<file path="config.mk">
export PLATFORM = sky130hd
export DESIGN_NAME = cpu_bus_responder_flat
export DESIGN_NICKNAME = d
export VERILOG_FILES = /design/src/rtl/cpu_bus_pkg.sv /design/src/rtl/cpu_bus_responder_if.sv /design/src/rtl/cpu_bus_checker.sv /design/src/rtl/cpu_bus_responder.sv /design/src/flat_wrapper.sv
export SDC_FILE = /design/constraint.sdc
export NUM_CORES = 1
export LEC_CHECK = 0
export BUFFER_PORTS_ARGS = -buffer_cell sky130_fd_sc_hd__buf_2
export CORE_UTILIZATION = 56
export DETAILED_ROUTE_END_ITERATION = 7
export MAX_ROUTING_LAYER = met4
export PLACE_DENSITY = 0.74
export SLEW_MARGIN = 20
export SYNTH_ARGS = -nofsm -noshare
export SYNTH_HDL_FRONTEND = slang
export SYNTH_HIERARCHICAL = 1
export SYNTH_SLANG_ARGS = --single-unit
export TNS_END_PERCENT = 1
</file>
<file path="constraint.sdc">
create_clock -name clk -period 2.85 [get_ports clk]
set_clock_uncertainty 0.1 [all_clocks]
set_input_delay 0.57 -clock clk [delete_from_list [all_inputs] [get_ports clk]]
set_output_delay 0.57 -clock clk [all_outputs]
set_load 0.02 [all_outputs]
</file>
<file path="src/rtl/cpu_bus_pkg.sv">
// rtl/cpu_bus_pkg.sv - shared constants, checker states and bus decode for the CPU bus responder
package cpu_bus_pkg;

    localparam logic [3:0] CTRL_LOAD  = 4'b0111;
    localparam logic [3:0] CTRL_STORE = 4'b0011;

    localparam logic [1:0] PH_N0 = 2'b00;
    localparam logic [1:0] PH_N1 = 2'b01;
    localparam logic [1:0] PH_N2 = 2'b10;

    localparam logic [7:0] IO_ADDR = 8'hFF;

    typedef enum logic [2:0] {
        S_N0,
        S_N1,
        S_N2,
        S_X,
        S_D
    } chk_state_t;

    typedef enum logic [2:0] {
        REQ_F0,
        REQ_F1,
        REQ_F2,
        REQ_LOAD,
        REQ_STORE,
        REQ_BAD
    } req_t;

    // ctrl[1:0] != 11 is always a fetch; the 11 codes are split by ctrl[3:2].
    function automatic req_t bus_decode(input logic [3:0] ctrl);
        req_t r;
        case (ctrl[1:0])
            PH_N0:   r = REQ_F0;
            PH_N1:   r = REQ_F1;
            PH_N2:   r = REQ_F2;
            default: begin
                if (ctrl == CTRL_LOAD)       r = REQ_LOAD;
                else if (ctrl == CTRL_STORE) r = REQ_STORE;
                else                         r = REQ_BAD;
            end
        endcase
        return r;
    endfunction

endpackage

</file>
<file path="src/rtl/cpu_bus_responder_if.sv">
// rtl/cpu_bus_responder_if.sv - nibble-serial CPU bus signals with CPU and memory-side views
interface cpu_bus_responder_if;

    logic [7:0] bus_addr;
    logic [3:0] bus_ctrl;
    logic [3:0] bus_wdata;
    logic [3:0] bus_rdata;

    modport master (
        output bus_addr,
        output bus_ctrl,
        output bus_wdata,
        input  bus_rdata
    );

    modport slave (
        input  bus_addr,
        input  bus_ctrl,
        input  bus_wdata,
        output bus_rdata
    );

endinterface

</file>
<file path="src/rtl/cpu_bus_checker.sv">
// rtl/cpu_bus_checker.sv - bus protocol FSM with sticky error flag and completed-fetch counter
module cpu_bus_checker
    import cpu_bus_pkg::*;
(
    input  logic        clk,
    input  logic        rst_n,
    input  req_t        req_i,
    input  logic [9:0]  pc_i,
    output logic        proto_err_o,
    output logic [15:0] fetch_count_o
);

    chk_state_t  state_q;
    logic [9:0]  pc_q;
    logic        proto_err_q;
    logic [15:0] fetch_count_q;

    logic is_f0;
    logic same_pc;

    assign is_f0   = (req_i == REQ_F0);
    assign same_pc = (pc_i == pc_q);

    always_ff @(posedge clk or negedge rst_n) begin
        if (!rst_n) begin
            state_q       <= S_N0;
            pc_q          <= '0;
            proto_err_q   <= 1'b0;
            fetch_count_q <= '0;
        end else begin
            if (is_f0) begin
                pc_q <= pc_i;
            end
            // Every state accepts nibble 0 as a (re)start; anything unexpected resyncs.
            case (state_q)
                S_N1: begin
                    if (is_f0) begin
                        state_q <= S_N1;
                    end else if (req_i == REQ_F1 && same_pc) begin
                        state_q <= S_N2;
                    end else begin
                        proto_err_q <= 1'b1;
                        state_q     <= S_N0;
                    end
                end
                S_N2: begin
                    if (req_i == REQ_F2 && same_pc) begin
                        state_q       <= S_X;
                        fetch_count_q <= fetch_count_q + 16'd1;
                    end else begin
                        proto_err_q <= 1'b1;
                        state_q     <= is_f0 ? S_N1 : S_N0;
                    end
                end
                S_X: begin
                    if (req_i == REQ_LOAD || req_i == REQ_STORE) begin
                        state_q <= S_D;
                    end else if (is_f0) begin
                        state_q <= S_N1;
                    end else begin
                        proto_err_q <= 1'b1;
                        state_q     <= S_N0;
                    end
                end
                default: begin
                    // S_N0 and S_D only accept a fresh nibble 0
                    if (is_f0) begin
                        state_q <= S_N1;
                    end else begin
                        proto_err_q <= 1'b1;
                        state_q     <= S_N0;
                    end
                end
            endcase
        end
    end

    assign proto_err_o   = proto_err_q;
    assign fetch_count_o = fetch_count_q;

endmodule

</file>
<file path="src/rtl/cpu_bus_responder.sv">
// rtl/cpu_bus_responder.sv - memory-side responder: program/data storage, I/O port, loader
module cpu_bus_responder
    import cpu_bus_pkg::*;
#(
    parameter int PROG_AW = 6,
    parameter int DATA_AW = 5
) (
    input  logic                clk,
    input  logic                rst_n,
    cpu_bus_responder_if.slave  bus,
    input  logic                load_start,
    input  logic                load_valid,
    input  logic [11:0]         load_data,
    output logic                load_ready,
    output logic [3:0]          out_port,
    input  logic [3:0]          in_port,
    output logic                proto_err,
    output logic [15:0]         fetch_count
);

    localparam int          PROG_DEPTH = 1 << PROG_AW;
    localparam int          DATA_DEPTH = 1 << DATA_AW;
    localparam int          PTR_W      = PROG_AW + 1;
    localparam logic [8:0]  RAM_LIMIT  = 9'(DATA_DEPTH);

    logic [11:0] prog_mem [PROG_DEPTH];
    logic [3:0]  data_ram [DATA_DEPTH];

    logic [PTR_W-1:0] ptr_q;
    logic [3:0]       out_port_q;

    req_t               req;
    logic [9:0]         pc;
    logic [PROG_AW-1:0] word_idx;
    logic [11:0]        word;
    logic [DATA_AW-1:0] daddr;
    logic               in_ram;
    logic               is_io;
    logic               load_fire;
    logic [3:0]         rdata;

    assign req      = bus_decode(bus.bus_ctrl);
    assign pc       = {bus.bus_addr, bus.bus_ctrl[3:2]};
    assign word_idx = pc[PROG_AW-1:0];
    assign word     = prog_mem[word_idx];
    assign daddr    = bus.bus_addr[DATA_AW-1:0];
    assign in_ram   = ({1'b0, bus.bus_addr} < RAM_LIMIT);
    assign is_io    = (bus.bus_addr == IO_ADDR);

    always_comb begin
        rdata = 4'h0;
        case (req)
            REQ_F0:   rdata = word[3:0];
            REQ_F1:   rdata = word[7:4];
            REQ_F2:   rdata = word[11:8];
            REQ_LOAD: begin
                if (in_ram)     rdata = data_ram[daddr];
                else if (is_io) rdata = in_port;
            end
            default:  rdata = 4'h0;
        endcase
    end

    assign bus.bus_rdata = rdata;

    // Writes land on the closing edge, so a same-cycle fetch sees the old word
    // and the next cycle's LOAD sees the stored nibble.
    always_ff @(posedge clk) begin
        if (req == REQ_STORE && in_ram) begin
            data_ram[daddr] <= bus.bus_wdata;
        end
    end

    always_ff @(posedge clk) begin
        if (load_fire) begin
            prog_mem[ptr_q[PROG_AW-1:0]] <= load_data;
        end
    end

    assign load_ready = ~ptr_q[PROG_AW];
    assign load_fire  = load_valid & load_ready & ~load_start;

    always_ff @(posedge clk or negedge rst_n) begin
        if (!rst_n) begin
            ptr_q      <= '0;
            out_port_q <= 4'h0;
        end else begin
            if (load_start) begin
                ptr_q <= '0;
            end else if (load_fire) begin
                ptr_q <= ptr_q + PTR_W'(1);
            end
            if (req == REQ_STORE && is_io) begin
                out_port_q <= bus.bus_wdata;
            end
        end
    end

    assign out_port = out_port_q;

    cpu_bus_checker u_checker (
        .clk           (clk),
        .rst_n         (rst_n),
        .req_i         (req),
        .pc_i          (pc),
        .proto_err_o   (proto_err),
        .fetch_count_o (fetch_count)
    );

endmodule

</file>
<file path="src/flat_wrapper.sv">
// flat-port wrapper written by rule: the top's interface ports become plain ports
module cpu_bus_responder_flat import cpu_bus_pkg::*;
#(
    parameter int PROG_AW = 6,
    parameter int DATA_AW = 5
)
  (clk, rst_n, load_start, load_valid, load_data, load_ready, out_port, in_port, proto_err, fetch_count, bus_bus_addr, bus_bus_ctrl, bus_bus_wdata, bus_bus_rdata);
  cpu_bus_responder_if bus_i ();
  input  logic clk;
  input  logic rst_n;
  input  logic load_start;
  input  logic load_valid;
  input  logic [11:0] load_data;
  output logic load_ready;
  output logic [3:0] out_port;
  input  logic [3:0] in_port;
  output logic proto_err;
  output logic [15:0] fetch_count;
  input wire logic [$bits(bus_i.bus_addr)-1:0] bus_bus_addr;
  input wire logic [$bits(bus_i.bus_ctrl)-1:0] bus_bus_ctrl;
  input wire logic [$bits(bus_i.bus_wdata)-1:0] bus_bus_wdata;
  output wire logic [$bits(bus_i.bus_rdata)-1:0] bus_bus_rdata;
  assign bus_i.bus_addr = bus_bus_addr;
  assign bus_i.bus_ctrl = bus_bus_ctrl;
  assign bus_i.bus_wdata = bus_bus_wdata;
  assign bus_bus_rdata = bus_i.bus_rdata;
  cpu_bus_responder #(.PROG_AW(PROG_AW), .DATA_AW(DATA_AW)) u_core (.clk(clk), .rst_n(rst_n), .bus(bus_i), .load_start(load_start), .load_valid(load_valid), .load_data(load_data), .load_ready(load_ready), .out_port(out_port), .in_port(in_port), .proto_err(proto_err), .fetch_count(fetch_count));
endmodule
</file>
Word level (Yosys, flattened, before mapping):

Memory sizes are Yosys's and may differ from the RTL's.
Cells that the tools add are included.

* add/subtract/negate cells: 2
* magnitude comparators: 1
* equality and inequality tests: 17
* muxes and demuxes: 24
* bitwise logic cells: 4
* reductions and logical operators: 10

Operator list (count)
* case mux 3 bit (3 select lines): 2
* adder 16 x 1 -> 16 bit, second input constant: 1
* case mux 4 bit (4 select lines): 1
* 2-to-1 mux 7 bit: 2
* == test 3 x 2 -> 1 bit, second input constant: 4
* 2-to-1 mux 1 bit: 11
* == test 10 bit: 1
* == test 8 bit, second input constant: 1
* less-than comparator 8 x 6 -> 1 bit, second input constant: 1
* 2-to-1 mux 4 bit: 2
* != test 2 bit, second input constant: 4
* adder 7 x 1 -> 7 bit, second input constant: 1
* == test 3 x 1 -> 1 bit, second input constant: 2
* 2-to-1 mux 2 bit: 3
* 2-to-1 mux 3 bit: 2
* == test 4 x 2 -> 1 bit, second input constant: 1
* == test 4 x 3 -> 1 bit, second input constant: 1
* logical AND 1 bit: 4
* AND reduction 4 bit: 1
* == test 3 bit, second input constant: 1
* zero test 3 bit: 1
* case mux 1 bit (3 select lines): 1
* bitwise AND 1 bit: 2
* == test 2 x 1 -> 1 bit, second input constant: 1
* other kinds (6): 7

* register bits after elaboration: 41
* RAM bits: 896
* bits of input ports: 36
* output and inout port bits: 26
* logic and storage cells: 66
* memories: 2

Memory list
* u_core.prog_mem: words 64, width 12, read ports 1, clocked after memory_dff 0, wr ports 1, RTL line cpu_bus_responder.sv:26 `logic [11:0] prog_mem [PROG_DEPTH];`
* u_core.data_ram: words 32, width 4, read ports 1, clocked after memory_dff 0, wr ports 1, RTL line cpu_bus_responder.sv:27 `logic [3:0] data_ram [DATA_DEPTH];`

Logic depth before layout (Yosys ltp):

* depth in word-level cells: 9
* gate-level depth with buffers: 14
* mapped depth without buffers: 8

Cells and area by module:

The synthesis kept the hierarchy.

By module, submodules not included
* cpu_bus_responder: instances 1, cells each 1733, area an instance 35561.6 um^2, sequential area each 27181.1 um^2
* cpu_bus_checker: instances 1, cells each 119, area an instance 1450.1 um^2, sequential area each 750.7 um^2

Worst setup path before layout:

Ideal clock, no wire load.

* path type: input to register
* start: in bus_bus_ctrl[3]
* end: reg u_core.u_checker.fetch_count_q[10] (netlist: u_core/u_checker/fetch_count_o[10])
* setup time: 0.130 ns
* data arrival time: 3.049 ns
* data required time: 2.620 ns
* slack: -0.428 ns
* stages on the path: 12
* path through: buf_4 -> inv_2 -> clkbuf_1 -> clkbuf_1 -> a21oi_1 -> nor2b_1 -> nand4bb_1 -> nor3_4 -> and3_1 -> buf_4 -> nand4_1 -> xnor2_1

* elaborated cells between the ends (all ways): 9

RTL lines
* start: declaration: RTL line flat_wrapper.sv:20 `input wire logic [$bits(bus_i.bus_ctrl)-1:0] bus_bus_ctrl;`
* == test 4 x 3 -> 1 bit: RTL line cpu_bus_pkg.sv:38 `if (ctrl == CTRL_LOAD) r = REQ_LOAD;`
* 2-to-1 mux 3 bit: RTL line cpu_bus_pkg.sv:38
* case mux 3 bit (3 select lines): RTL line cpu_bus_pkg.sv:33 `case (ctrl[1:0])`
* named net u_core.req[2]: RTL line cpu_bus_responder.sv:32 `req_t req;`
* == test 3 x 2 -> 1 bit: RTL line cpu_bus_checker.sv:47 `if (req_i == REQ_F2 && same_pc) begin`
* logical AND 1 bit: RTL line cpu_bus_checker.sv:47
* AND reduction 2 bit (no line)
* end signal: assignment: RTL line cpu_bus_checker.sv:49 `fetch_count_q <= fetch_count_q + 16'd1;`
* end: declaration: RTL line cpu_bus_checker.sv:16 `logic [15:0] fetch_count_q;`

The timed path passes the listed nets, and every way through them passes these cells.
A chain may end at the register's enable or synchronous reset.

Worst setup path in the final report:

* start: in bus_bus_ctrl[2]
* end: out bus_bus_rdata[0]

* cells in the longest elaborated chain, start to end: 6
* elaborated cells between the ends (all ways): 11

Ends and longest elaborated chain
* == test 4 x 2 -> 1 bit: RTL line cpu_bus_pkg.sv:39 `else if (ctrl == CTRL_STORE) r = REQ_STORE;`
* 2-to-1 mux 1 bit: RTL line cpu_bus_pkg.sv:39
* 2-to-1 mux 3 bit: RTL line cpu_bus_pkg.sv:38
* case mux 3 bit (3 select lines): RTL line cpu_bus_pkg.sv:33
* == test 3 x 2 -> 1 bit (tied with other cells): RTL line cpu_bus_responder.sv:52 `case (req)`
* case mux 4 bit (4 select lines) *: RTL line cpu_bus_responder.sv:52
* end: declaration: RTL line flat_wrapper.sv:22 `output wire logic [$bits(bus_i.bus_rdata)-1:0] bus_bus_rdata;`

Every way passes the cells marked *; elsewhere a longest branch is shown, timed or not.

==> results_dict.tcl <==
set metrics [dict create \
    yosysWarnings 6 \
    io_pins 62 \
    gp_routability_congestion 0.9215 \
    relSlewSlack_pct 28.07 \
    synth_edf_count 896 \
    core_sq_um 64930 \
    syn_inst 1852 \
    wl_per_cell_microns 28.84 \
    hp-class "in2reg" \
    post-dp-hpwl_mm 56.57 \
    syn-num-nets 1890 \
    rows 93 \
    drive_gt1_share_pct 33.19 \
    cp.required_ps 2180 \
    drtIter0Drc 2817 \
    async_reset_ff_share_pct 4.376 \
    globalRoute.totalOverflow 0 \
    path_max_fanout 17 \
    fin_crit_sh_pct 129.2 \
    final-hold-violation-count 0 \
    ys_top_cells_by_area "edfxtp_1 73%, mux4_2 12%, dfrtp_1 2.8%, mux2i_1 1.9%, nor2_1 1.3%" \
    placed_cell_area_sq_um 40260 \
    grt_pass1_wl_mm 133.3 \
    numPortBuffers 61 \
    dieArea_sq_um 67130 \
    nFillCells 4040 \
    tightest_slew_ps 1079 \
    cp-start-kind "primary input" \
    rsz0062_at_grt "yes" \
    setup_violations 4 \
    fp.dieW_microns 259.1 \
    yosysTopAreaCell "edfxtp_1" \
    fmax_ghz 0.2716 \
    clk_latency_ps 660 \
    p_leak_nw 14.68 \
    syn_avg_cell_area_sq_um 19.98 \
    postCtsSetupRepairBufs 0 \
    vias 20165 \
    whs_ps 121.9 \
    dp.cells 2951 \
    multi_input_area_sq_um 8655 \
    drc 0 \
    grt_pass1_vias 20533 \
    failed_checks "setup timing" \
    worstPathArrival_ps 3010 \
    final_cells 3122 \
    finish.utilization_pct 67.16 \
    finalMaxSlewViolations 0 \
    seq_area_sq_um 27930 \
    nNetsFinal 2230 \
    dr.pass1.iters 5 \
    antenna_found_initial 2 \
    synth_seq_area_share_pct 75.47 \
    powerDensity_nw_per_um2 664.3 \
    synthFlopType "edfxtp_1" \
    track_usage_pct 28.37 \
    cts_sinks 937 \
    clock-root-buffer "clkbuf_16" \
    numCtsBuffers 91 \
    period_needed_ps 3682 \
    viasPerCell 6.459 \
    detail-route-antenna-nets 0 \
    worst_setup_path_end_kind "output pin" \
    grt_max_degree 65 \
    synth.most_common_cell "edfxtp_1" \
    clockBufferDepth 3 \
    synth_top_area_share_pct 72.70 \
    total_power_mw 28.97 \
    final.setup.worst_slack_ps -832.1 \
    yosys_register_bits 937 \
    cts_tree "yes" \
    cts_htree_levels 3 \
    synthesis.area_sq_um 37010 \
    synth_common_cells "896 x edfxtp_1, 203 x mux4_2, 127 x nor2_1" \
    die_h_microns 259.1 \
    final_area_sq_um 43610 \
    wl_mm 90.03 \
    ir_drop_uv 508.4 \
    crit_type "in2out" \
    start_util_pct 57.00 \
    cap_violations 0 \
    clkTransAtPathRegs_ps 60 \
    synthDistinctLibCells 59 \
    syn2layout_area_growth_pct 17.82 \
    status "finished with violations" \
]
==> final timing paths <==
kind / to / slack [ps] / cells past startpoint / start
min reg2reg: u_core/u_checker/fetch_count_o[15]$_DFFE_PN0P_ / 370 / 1 / u_core/u_checker/fetch_count_o[15]$_DFFE_PN0P_
max in group asynchronous: u_core/u_checker/pc_q[4]$_DFFE_PN0P_ / 1620 / 3 / rst_n
min in group asynchronous: u_core/ptr_q[4]$_DFFE_PN0P_ / 260 / 2 / rst_n
max: bus_bus_rdata[0] / -830 / 10 / bus_bus_ctrl[2]
max reg2reg: u_core/prog_mem[45][10]$_DFFE_PP_ / 260 / 6 / u_core/ptr_q[6]$_DFFE_PN0P_
min: u_core/ptr_q[4]$_DFFE_PN0P_ / 120 / 2 / load_start
==> metrics by stage <==
| stage | setup WS, ps | TNS (ps) |
|---|---|---|
| final | -832.1 | -3086 |
| after global placement | -1013 | -5039 |
| after detailed placement | -1089 | -5974 |
| after global routing | -932.6 | -3392 |
| after CTS | -801.2 | -3082 |
| after floorplan | -270.1 | -3928 |
==> timing repair <==
action | in CTS | in global routing
endpoints found under the setup margin | 4 | 4
endpoints found under the hold margin | 7 | 0
cloned | 2 | 0
hold buffers | 1 | 0
pin swaps | 8 | 0
gates resized for setup | 45 | 14
==> placed cells by master (no fill, tap or decap), drive strengths merged, types with 22 or more instances in the layout <==
cell type | netlist | routed
o21ai | 22 | 22
xnor2 | 25 | 25
dfrtp | 41 | 41
nor2 | 127 | 127
o22ai | 22 | 22
mux2i | 70 | 70
clkbuf | 38 | 123
mux4 | 203 | 203
buf | 64 | 346
nand2 | 57 | 57
clkinv | 0 | 30
edfxtp | 896 | 896
a21oi | 22 | 22
==> layer usage <==
metal  wire, microns  share of wire, %  track usage, %  vias up
met1           34740                39           38.39    10465
met3            8257               9.2           5.145      212
met2           44030                49           43.91     1177
met4            3000               3.3           9.862        0
li1                -                 -               -     8311
met5               0                 0               -        -
==> state kept, by name, summed over array words and instances (netlist names) <==
signal,flops
u_core/prog_mem,768
u_core/ptr_q,7
u_core/u_checker/state_q,3
u_core/u_checker/fetch_count_o,16
u_core/out_port,4
u_core/data_ram,128
u_core/u_checker/pc_q,10
u_core/u_checker/proto_err_o,1
==> worst max-delay path, stage by stage <==
cell and delay [ps]:
buf_16 170, buf_16 210, buf_12 170, mux4_2 510, o22ai_1 290, nor3_1 140
a22o_1 300, a221oi_2 280, o21ai_2 140, buf_2 190
==> report_power, final <==
part / total (mW) / switching, mW / internal, mW
Clock: 12.1 / 5.00 / 7.09
Combinational: 1.71 / 0.988 / 0.720
Sequential: 15.2 / 0.0348 / 15.1
==> kinds of logic after synthesis <==
group,count (synthesis),share of synthesized area [%]
AO/OA/AOI/OAI,153,2.921
XOR/XNOR,30,0.7099
adder cells (fa/ha/maj),2,0.06760
buffers and inverters,116,1.731
flip-flops,937,75.47
multiplexers,293,14.85
AND/OR/NAND/NOR,321,4.249
==> area by class of cell <==
| class | instances | area share, % |
|---|---|---|
| inverters | 14 | 0.1205 |
| clock buffers | 123 | 5.759 |
| repair buffers | 349 | 6.628 |
| clock inverters | 44 | 1.131 |
| well taps | 855 | 2.453 |
| flip-flops and latches | 937 | 64.06 |
| diodes | 1 | 0.005739 |
| multi-input cells | 799 | 19.85 |
Power figures use the tool's default switching activity.
